[src/rtl/cell_editor.sv]
// cell_editor: keeps a cursor on the toroidal N x M board and performs single-cell
//   toggle (read-modify-write) / set writes and full-board clear sweeps on the board RAM.
// Latency: moves take effect on the accept edge; set writes on the next cycle; toggle
//   writes RD_LAT cycles after the read; sweep takes N*M cycles; done pulses one cycle later.
// Backpressure: cmd_ready = enable && IDLE; commands offered while not ready are dropped.
//
// Ports: clk/rst (async active-high), enable, cmd_valid/cmd/cmd_ready (command input),
//   ram_addr/ram_rden/ram_wren/ram_wdata/ram_rdata (board RAM), cursor_x/cursor_y
//   (VGA overlay), busy, done.
// Optional: define CELL_EDITOR_FILL_EN to make cmd 7 a random-fill sweep driven by a
//   24-bit Galois LFSR; otherwise cmd 7 is accepted and ignored.
module cell_editor #(
    parameter int P_PARAM_M   = 300,
    parameter int P_PARAM_N   = 400,
    parameter int COORD_WIDTH = 12,
    parameter int ADDR_WIDTH  = 24,
    parameter int RD_LAT      = 2
) (
    input  logic                   clk,
    input  logic                   rst,
    input  logic                   enable,
    input  logic                   cmd_valid,
    input  logic [2:0]             cmd,
    output logic                   cmd_ready,
    output logic [ADDR_WIDTH-1:0]  ram_addr,
    output logic                   ram_rden,
    output logic                   ram_wren,
    output logic                   ram_wdata,
    input  logic                   ram_rdata,
    output logic [COORD_WIDTH-1:0] cursor_x,
    output logic [COORD_WIDTH-1:0] cursor_y,
    output logic                   busy,
    output logic                   done
);

    typedef enum logic [2:0] {
        S_IDLE  = 3'd0,
        S_RD    = 3'd1,
        S_WAIT  = 3'd2,
        S_WR    = 3'd3,
        S_SWEEP = 3'd4
    } state_t;

    localparam logic [COORD_WIDTH-1:0] X_MAX     = COORD_WIDTH'(P_PARAM_N - 1);
    localparam logic [COORD_WIDTH-1:0] Y_MAX     = COORD_WIDTH'(P_PARAM_M - 1);
    localparam logic [ADDR_WIDTH-1:0]  N_ADDR    = ADDR_WIDTH'(P_PARAM_N);
    localparam logic [ADDR_WIDTH-1:0]  LAST_ADDR = ADDR_WIDTH'(P_PARAM_N * P_PARAM_M - 1);
    // WAIT lasts RD_LAT-1 cycles; the counter's final value is RD_LAT-2.
    localparam logic [1:0]             WAIT_LAST = 2'(RD_LAT - 2);

    state_t                 state_q, state_d;
    logic [COORD_WIDTH-1:0] cur_x_q, cur_x_d;
    logic [COORD_WIDTH-1:0] cur_y_q, cur_y_d;
    logic [ADDR_WIDTH-1:0]  addr_q, addr_d;
    logic                   op_set_q, op_set_d;
    logic [1:0]             wait_cnt_q, wait_cnt_d;
    logic                   done_q, done_d;
`ifdef CELL_EDITOR_FILL_EN
    logic                   op_fill_q, op_fill_d;
    logic [23:0]            lfsr_q, lfsr_d;
`endif

    logic                  accept;
    logic [ADDR_WIDTH-1:0] cur_addr;
    logic                  sweep_last;

    assign accept     = cmd_valid && cmd_ready;
    // Full-width multiply so large boards never wrap the address.
    assign cur_addr   = ADDR_WIDTH'(cur_y_q) * N_ADDR + ADDR_WIDTH'(cur_x_q);
    assign sweep_last = (addr_q == LAST_ADDR);

    // ---------------- FSM: state register ----------------
    always_ff @(posedge clk or posedge rst) begin
        if (rst) begin
            state_q <= S_IDLE;
        end else begin
            state_q <= state_d;
        end
    end

    // ---------------- FSM: next state ----------------
    always_comb begin
        state_d = state_q;
        case (state_q)
            S_IDLE: begin
                if (accept) begin
                    case (cmd)
                        3'd4:    state_d = S_RD;
                        3'd5:    state_d = S_WR;
                        3'd6:    state_d = S_SWEEP;
`ifdef CELL_EDITOR_FILL_EN
                        3'd7:    state_d = S_SWEEP;
`endif
                        default: state_d = S_IDLE;
                    endcase
                end
            end
            S_RD:    state_d = (RD_LAT <= 1) ? S_WR : S_WAIT;
            S_WAIT:  state_d = (wait_cnt_q == WAIT_LAST) ? S_WR : S_WAIT;
            S_WR:    state_d = S_IDLE;
            S_SWEEP: state_d = sweep_last ? S_IDLE : S_SWEEP;
            default: state_d = S_IDLE;
        endcase
    end

    // ---------------- FSM: outputs ----------------
    // Strobes decode straight from the state register so an async reset drops them at once.
    always_comb begin
        cmd_ready = enable && (state_q == S_IDLE);
        ram_rden  = (state_q == S_RD);
        ram_wren  = (state_q == S_WR) || (state_q == S_SWEEP);
        busy      = (state_q != S_IDLE);
        ram_wdata = 1'b0;
        case (state_q)
            // Toggle: read data arrives exactly in the WR cycle, invert it on the fly.
            S_WR: ram_wdata = op_set_q ? 1'b1 : ~ram_rdata;
`ifdef CELL_EDITOR_FILL_EN
            S_SWEEP: ram_wdata = op_fill_q ? lfsr_q[0] : 1'b0;
`endif
            default: ram_wdata = 1'b0;
        endcase
    end

    assign ram_addr = addr_q;
    assign cursor_x = cur_x_q;
    assign cursor_y = cur_y_q;
    assign done     = done_q;

    // ---------------- Datapath next state ----------------
    always_comb begin
        cur_x_d    = cur_x_q;
        cur_y_d    = cur_y_q;
        addr_d     = addr_q;
        op_set_d   = op_set_q;
        wait_cnt_d = wait_cnt_q;
        done_d     = 1'b0;
`ifdef CELL_EDITOR_FILL_EN
        op_fill_d  = op_fill_q;
        lfsr_d     = lfsr_q;
`endif
        case (state_q)
            S_IDLE: begin
                if (accept) begin
                    case (cmd)
                        3'd0: cur_y_d = (cur_y_q == '0)    ? Y_MAX : cur_y_q - 1'b1;
                        3'd1: cur_y_d = (cur_y_q == Y_MAX) ? '0    : cur_y_q + 1'b1;
                        3'd2: cur_x_d = (cur_x_q == '0)    ? X_MAX : cur_x_q - 1'b1;
                        3'd3: cur_x_d = (cur_x_q == X_MAX) ? '0    : cur_x_q + 1'b1;
                        3'd4: begin
                            addr_d   = cur_addr;
                            op_set_d = 1'b0;
                        end
                        3'd5: begin
                            addr_d   = cur_addr;
                            op_set_d = 1'b1;
                        end
                        3'd6: begin
                            addr_d = '0;
`ifdef CELL_EDITOR_FILL_EN
                            op_fill_d = 1'b0;
`endif
                        end
                        default: begin
`ifdef CELL_EDITOR_FILL_EN
                            addr_d    = '0;
                            op_fill_d = 1'b1;
`endif
                        end
                    endcase
                end
            end
            S_RD:   wait_cnt_d = '0;
            S_WAIT: wait_cnt_d = wait_cnt_q + 1'b1;
            S_WR:   done_d = 1'b1;
            S_SWEEP: begin
`ifdef CELL_EDITOR_FILL_EN
                // Galois form, taps 24,23,22,17; keeps running across fills.
                lfsr_d = {1'b0, lfsr_q[23:1]} ^ (lfsr_q[0] ? 24'hE10000 : 24'h000000);
`endif
                if (sweep_last) begin
                    done_d = 1'b1;
                end else begin
                    addr_d = addr_q + 1'b1;
                end
            end
            default: ;
        endcase
    end

    // ---------------- Datapath registers ----------------
    always_ff @(posedge clk or posedge rst) begin
        if (rst) begin
            cur_x_q    <= '0;
            cur_y_q    <= '0;
            addr_q     <= '0;
            op_set_q   <= 1'b0;
            wait_cnt_q <= '0;
            done_q     <= 1'b0;
`ifdef CELL_EDITOR_FILL_EN
            op_fill_q  <= 1'b0;
            lfsr_q     <= 24'h000001;
`endif
        end else begin
            cur_x_q    <= cur_x_d;
            cur_y_q    <= cur_y_d;
            addr_q     <= addr_d;
            op_set_q   <= op_set_d;
            wait_cnt_q <= wait_cnt_d;
            done_q     <= done_d;
`ifdef CELL_EDITOR_FILL_EN
            op_fill_q  <= op_fill_d;
            lfsr_q     <= lfsr_d;
`endif
        end
    end

endmodule
[config.mk]
export PLATFORM = sky130hd
export DESIGN_NAME = cell_editor
export DESIGN_NICKNAME = d
export VERILOG_FILES = /design/src/rtl/cell_editor.sv
export SDC_FILE = /design/constraint.sdc
export NUM_CORES = 1
export LEC_CHECK = 0
export ABC_AREA = 1
export CELL_PAD_IN_SITES_DETAIL_PLACEMENT = 0
export CELL_PAD_IN_SITES_GLOBAL_PLACEMENT = 1
export CORE_ASPECT_RATIO = 0.6
export CORE_UTILIZATION = 46
export DETAILED_ROUTE_END_ITERATION = 8
export PLACE_DENSITY_LB_ADDON = 0.1
export SLEW_MARGIN = 10
export SYNTH_ARGS = -nofsm -noshare
export SYNTH_HDL_FRONTEND = slang
export SYNTH_SLANG_ARGS = --single-unit
[constraint.sdc]
create_clock -name clk -period 5.6 [get_ports clk]
set_input_delay 0.56 -clock clk [delete_from_list [all_inputs] [get_ports clk]]
set_output_delay 0.56 -clock clk [all_outputs]
set_load 0.01 [all_outputs]
== Word level (Yosys, flattened, before mapping) ==
Index checks and enable logic that the tools add are counted.

* Register bits: 55
* Output and inout port bits: 54
* Word-level logic and storage cells: 72
* Bits of input ports: 8

* $add $sub $neg: 7
* Equal/unequal tests: 16
* Multipliers: 1
* Muxes and demuxes: 21
* Bitwise gates (word level): 1
* Reductions and logical operators: 19

{| class="wikitable"
|+ Operator list
! operator !! number
|-
| 24-bit case mux with 2 select lines || 2
|-
| 12-bit 2-to-1 mux || 4
|-
| 24-bit 2-to-1 mux || 2
|-
| 12-bit case mux with 2 select lines || 2
|-
| 12-bit by 1-bit adder with 12-bit output (second input constant) || 2
|-
| 24-bit by 1-bit adder with 24-bit output (second input constant) || 1
|-
| 12-bit by 9-bit == test with 1-bit output (second input constant) || 2
|-
| 24-bit by 17-bit == test with 1-bit output (second input constant) || 1
|-
| 12-bit zero test || 2
|-
| 12-bit by 1-bit subtractor with 12-bit output (second input constant) || 2
|-
| 21-bit by 12-bit adder with 22-bit output || 1
|-
| 12-bit by 5-bit multiplier with 17-bit output (second input constant) || 1
|-
| 3-bit by 2-bit == test with 1-bit output (second input constant) || 4
|-
| 3-bit == test (second input constant) || 4
|-
| 3-bit case mux with 4 select lines || 1
|-
| 2-bit nonzero test || 5
|-
| 3-bit case mux with 3 select lines || 1
|-
| 3-bit AND reduction || 3
|-
| 3-bit by 1-bit == test with 1-bit output (second input constant) || 2
|-
| 3-bit zero test || 2
|-
| 3-bit 2-to-1 mux || 2
|-
| 1-bit 2-to-1 mux || 4
|-
| 2-bit inequality test (second input constant) || 2
|-
| 1-bit case mux with 2 select lines || 2
|-
| 10 further kinds || 11
|}

== Logic depth before layout (Yosys ltp) ==
* Word-level depth: 5
* Mapped depth: 22
* Mapped depth without buffers: 21

== Worst setup path after synthesis ==
OpenSTA, ideal clock, no wires.

* Path type: register -> register
* Start: reg cur_y_q[3], in the netlist cursor_y[3]
* End: reg addr_q[20], in the netlist ram_addr[20]
* Cell stages (with the launch flop): 23
* Setup time: 0.073 ns
* Path buffers: 1
* Path slack: 1.863 ns
* Arrival time: 3.664 ns
* Cell sequence: dfrtp_1 > inv_1 > ha_1 > ha_1 > fa_1 > ha_1 > buf_6 > nand2_1 > nand3_2 > xor2_1 > ha_1 > nand2_1 > nor2_1 > nand3_1 > nand2_1 > nand2_1 > inv_1 > nand3_2 > nor2_2 > nand3_1 > nand2_1 > nand3_1 > a21oi_2

* Cells in the longest elaborated chain, start to end: 5

{| class="wikitable"
|+ Ends and longest elaborated chain
! item !! RTL line !! text
|-
| start: declaration || 53 || <nowiki>logic [COORD_WIDTH-1:0] cur_y_q, cur_y_d;</nowiki>
|-
| start signal: assignment || 205 || <nowiki>cur_y_q <= cur_y_d;</nowiki>
|-
| 12-bit by 5-bit multiplier with 17-bit output || 69 || <nowiki>assign cur_addr = ADDR_WIDTH'(cur_y_q) * N_ADDR + ADDR_WIDTH'(cur_x_q);</nowiki>
|-
| 21-bit by 12-bit adder with 22-bit output || 69 ||
|-
| 24-bit case mux with 2 select lines || 144 || <nowiki>case (cmd)</nowiki>
|-
| 24-bit 2-to-1 mux || 143 || <nowiki>if (accept) begin</nowiki>
|-
| 24-bit case mux with 2 select lines || 141 || <nowiki>case (state_q)</nowiki>
|-
| end signal: assignment || 206 || <nowiki>addr_q <= addr_d;</nowiki>
|-
| end: declaration || 54 || <nowiki>logic [ADDR_WIDTH-1:0] addr_q, addr_d;</nowiki>
|}

Every way passes these cells. The select of a mux whose other input is x is not followed.
A chain may end at the register's enable or synchronous reset.

== Worst setup path in the final report ==
Ends and elaborated chain as after synthesis.

==> results.tsv <==
stage	metric	value	unit
drt	Pre-antenna DRT Iters	5	
drt	via count	6249	
sta	setup violators final	0	
synthesis	sequential-to-total area share from yosys stat	22.3	%
min_path	worst min path class	flip-flop to flip-flop	
outcome	status	complete, no violations	
worst_setup_path	slack of the worst reg-to-reg path	1.44	ns
worst_setup_path	CP max stage cell	dfrtp_1	
synthesis	largest family of logic cells by synthesized area	simple AND/OR/NAND/NOR gates	
synthesis	Synth warnings	0	
synthesis	top-area cell type share of the netlist area	22.3	%
cts	Clk pin slew, worst setup/hold paths	0.09	ns
global_routing	remaining global-route overflow	0	
synthesis	xor/xnor share of the synthesized area	3.11	%
drt	Iteration-0 DRC Markers	435	
floorplanning	Initial Util	47.5	%
synthesis	adder-cell share of the synthesized area	17.0	%
drt	Antenna Nets Post-Route	0	
sta	Tcrit/Tclk final	74.2	%
worst_setup_path	r2r worst-path depth	21	
worst_setup_path	CP required	5.84	ns
min_path	Hold Crit Depth	2	
worst_setup_path	CP most frequent cell	nand2_1	
placed_design	RePlAce Congestion	0.934	
layout	commonest non-fill, non-tap cell in the layout	nand2_1	
floorplanning	core outline area	0.0130	mm2
sta	skew final	0.00893	ns
synthesis	post-synth cell types	50	
synthesis	fraction of registers with async set/reset	100	%
worst_setup_path	CP max FO	9	
worst_setup_path	critical-path cell list	inv_1 > ha_1 > ha_1 > fa_1 > ha_1 > nand2_1 > nand3_2 > xor2_1 > ha_1 > nand2_1 > nor2_1 > nand3_1 > nand2_1 > nand2_1 > inv_1 > nand3_2 > nor2_2 > nand3_1 > nand2_1 > nand3_1 > a21oi_2	
drt	vias per inst	5.54	
layout	most frequent cells in the layout	184 x nand2_1, 150 x inv_1, 71 x ha_1	
global_routing	largest net degree at the start of global routing	56	
worst_setup_path	RR Startpoint	cursor_y[3]$_DFFE_PP0P_	
layout	share of cells above drive strength 1	7.94	%
sta	fin. max-slew vios	0	
global_routing	antenna violations before repair	0	
worst_setup_path	CP arrival	4.39	ns
synthesis	Area contributors post-synth	dfrtp_1 22%, ha_1 14%, nand2_1 11%	
run	max_cap viols	0	
synthesis	synthesized net count	984	
sta	Final min period	4.16	ns
worst_setup_path	WS Path Type	flip-flop to flip-flop	
sta	Worst slew margin	46.8	%
placed_design	# port buffers	61	
synthesis	Yosys reg bits	55	
sta	worst slew pin tran	0.794	ns
layout	Final #Nets	1043	
global_routing	vias in the first global route	5900	
layout	ANT cells	0	
worst_setup_path	CP Launch Type	flip-flop	
synthesis	simple-gate share of the synthesized area	29.7	%
synthesis	Post-synth EDFFs	0	
synthesis	syn_area_per_cell	6.87	um2
worst_setup_path	Worst R2R End	ram_addr[20]$_DFFE_PP0P_	
sta	Sum Neg Setup Slack	0	ns
floorplanning	num rows	32	
cts	Max clock buf depth	2	
cts	CTS Hold Bufs	0	
cts	Root Driver	clkbuf_16	
floorplanning	Die Y	91.7	um
sta	RSZ-0062 raised after global routing	no	
cts	htree depth	2	
sta	Hold Vio Cnt, Final	0	
synthesis	mux cell area share after synthesis	0	%
cts	Gates resized, CTS repair	0	
global_routing	first-pass GRT wire length	30.6	mm
placed_design	Post-DP HPWL	14.8	mm
drt	final WL	18.7	mm
floorplanning	# IOs	62	
synthesis	largest area contributor in the netlist	dfrtp_1	
floorplanning	Die ar.	0.0139	mm2
global_routing	Tot GR Track Use	28.2	%
cts	Post-CTS Repair Setup Buffers	0	
synthesis	ys flop type	dfrtp_1	
synthesis	Synth Area in Compound Gates	16.6	%
cts	clk sink count	55	
min_path	Hold Path Sink	wait_cnt_q[1]$_DFFE_PP0P_	
cts	cts bufs inserted	5	
sta	f_max	0.241	GHz
min_path	min-delay src	wait_cnt_q[1]$_DFFE_PP0P_	
worst_setup_path	crit-path max cell delay	0.52	ns
drt	DRC	0	
synthesis	synthesized cell area	0.00616	mm2
synthesis	Mapped Cells	897	
cts	CTS tree	built	
drt	Avg WL per Cell	16.6	um
worst_setup_path	Worst setup EP type	flip-flop	
cts	clk_lat worst skew	0.31	ns
layout	synthesis-to-finish area growth	15.2	%
floorplanning	die extent in x	151	um
-- synth_stat cells (3+ instances only) --
| library cell | number |
|---|---|
| nand2_1 | 184 |
| inv_1 | 151 |
| ha_1 | 71 |
| nor2_1 | 66 |
| dfrtp_1 | 55 |
| a21oi_1 | 54 |
| nand3_1 | 50 |
| o21ai_0 | 50 |
| nand4_1 | 24 |
| nand2_2 | 14 |
| o21ai_1 | 14 |
| o22ai_1 | 14 |
| xor2_1 | 14 |
| inv_2 | 13 |
| a31oi_1 | 11 |
| nor3_1 | 11 |
| nor2_2 | 10 |
| fa_1 | 8 |
| a22oi_1 | 7 |
| nor2_4 | 7 |
| nand3_2 | 6 |
| nor4_1 | 6 |
| xnor2_1 | 6 |
| o211ai_1 | 5 |
| o31ai_1 | 5 |
| buf_2 | 4 |
| a221oi_2 | 3 |
| buf_4 | 3 |
-- critical path, delay by kind of cell, from the launching register on --
kind            cells  cell delay, ns
buf+inv             2            0.23
flops               1            0.52
compound gates      1            0.13
xor+xnor            1            0.16
simple gates       12            1.21
fa+ha+maj           5            1.83
-- state kept, by name, indices dropped and copies added, names as in the netlist --
name and cells:
done 1, wait_cnt_q 2, cursor_x 12, ram_addr 24
op_set_q 1, state_q 3, cursor_y 12
-- final cells by class --
type / instances / area, um2
clock buffer: 5 / 125
clock inverter: 3 / 46.3
fill: 1258 / 5870
inverter: 165 / 619
multi-input combinational: 666 / 4100
sequential: 55 / 1380
tap: 170 / 213
timing repair buffer: 63 / 626
-- stage by stage --
stage	hold slack, ns	setup WS [ns]	cells	utilization [%]	area, um2
after floorplan	0.453	1.86	897	-	6160
after global placement	0.471	1.66	1119	53.4	6930
after detailed placement	0.478	1.55	1119	53.4	6930
after CTS	0.498	1.51	1127	54.7	7100
after global routing	0.522	1.20	1127	54.7	7100
final	0.489	1.44	1127	54.7	7100
-- logic make-up (layout without fill, tap and decap cells) --
kind of cell,after synthesis,in the layout
compound gates,176,176
xor+xnor,21,21
fa+ha+maj,79,79
buf+inv,176,236
flops,55,55
simple gates,390,390
-- routing by layer --
layer,global-route usage (%),vias to the layer above,routed length [um]
met3,6.82,10,1830
met1,45.6,2899,9770
met4,3.83,0,114
met5,0,-,0
met2,37.3,255,7010
li1,-,3085,-
-- worst max-delay path by stage --
| stage | slack [ns] | depth (start not counted) | end | start |
|---|---|---|---|---|
| after floorplan | 1.86 | 22 | ram_addr[20]$_DFFE_PP0P_ | cursor_y[3]$_DFFE_PP0P_ |
| after global routing | 1.20 | 21 | ram_addr[20]$_DFFE_PP0P_ | cursor_y[3]$_DFFE_PP0P_ |
| final | 1.44 | 21 | ram_addr[20]$_DFFE_PP0P_ | cursor_y[3]$_DFFE_PP0P_ |
| after detailed placement | 1.55 | 21 | ram_addr[20]$_DFFE_PP0P_ | cursor_y[2]$_DFFE_PP0P_ |
| after CTS | 1.51 | 21 | ram_addr[20]$_DFFE_PP0P_ | cursor_y[2]$_DFFE_PP0P_ |
| after global placement | 1.66 | 21 | ram_addr[20]$_DFFE_PP0P_ | cursor_y[3]$_DFFE_PP0P_ |
Power is left out: the tool's default activity adds up to more than one toggle a clock period on the data nets, which glitch-free logic cannot reach.
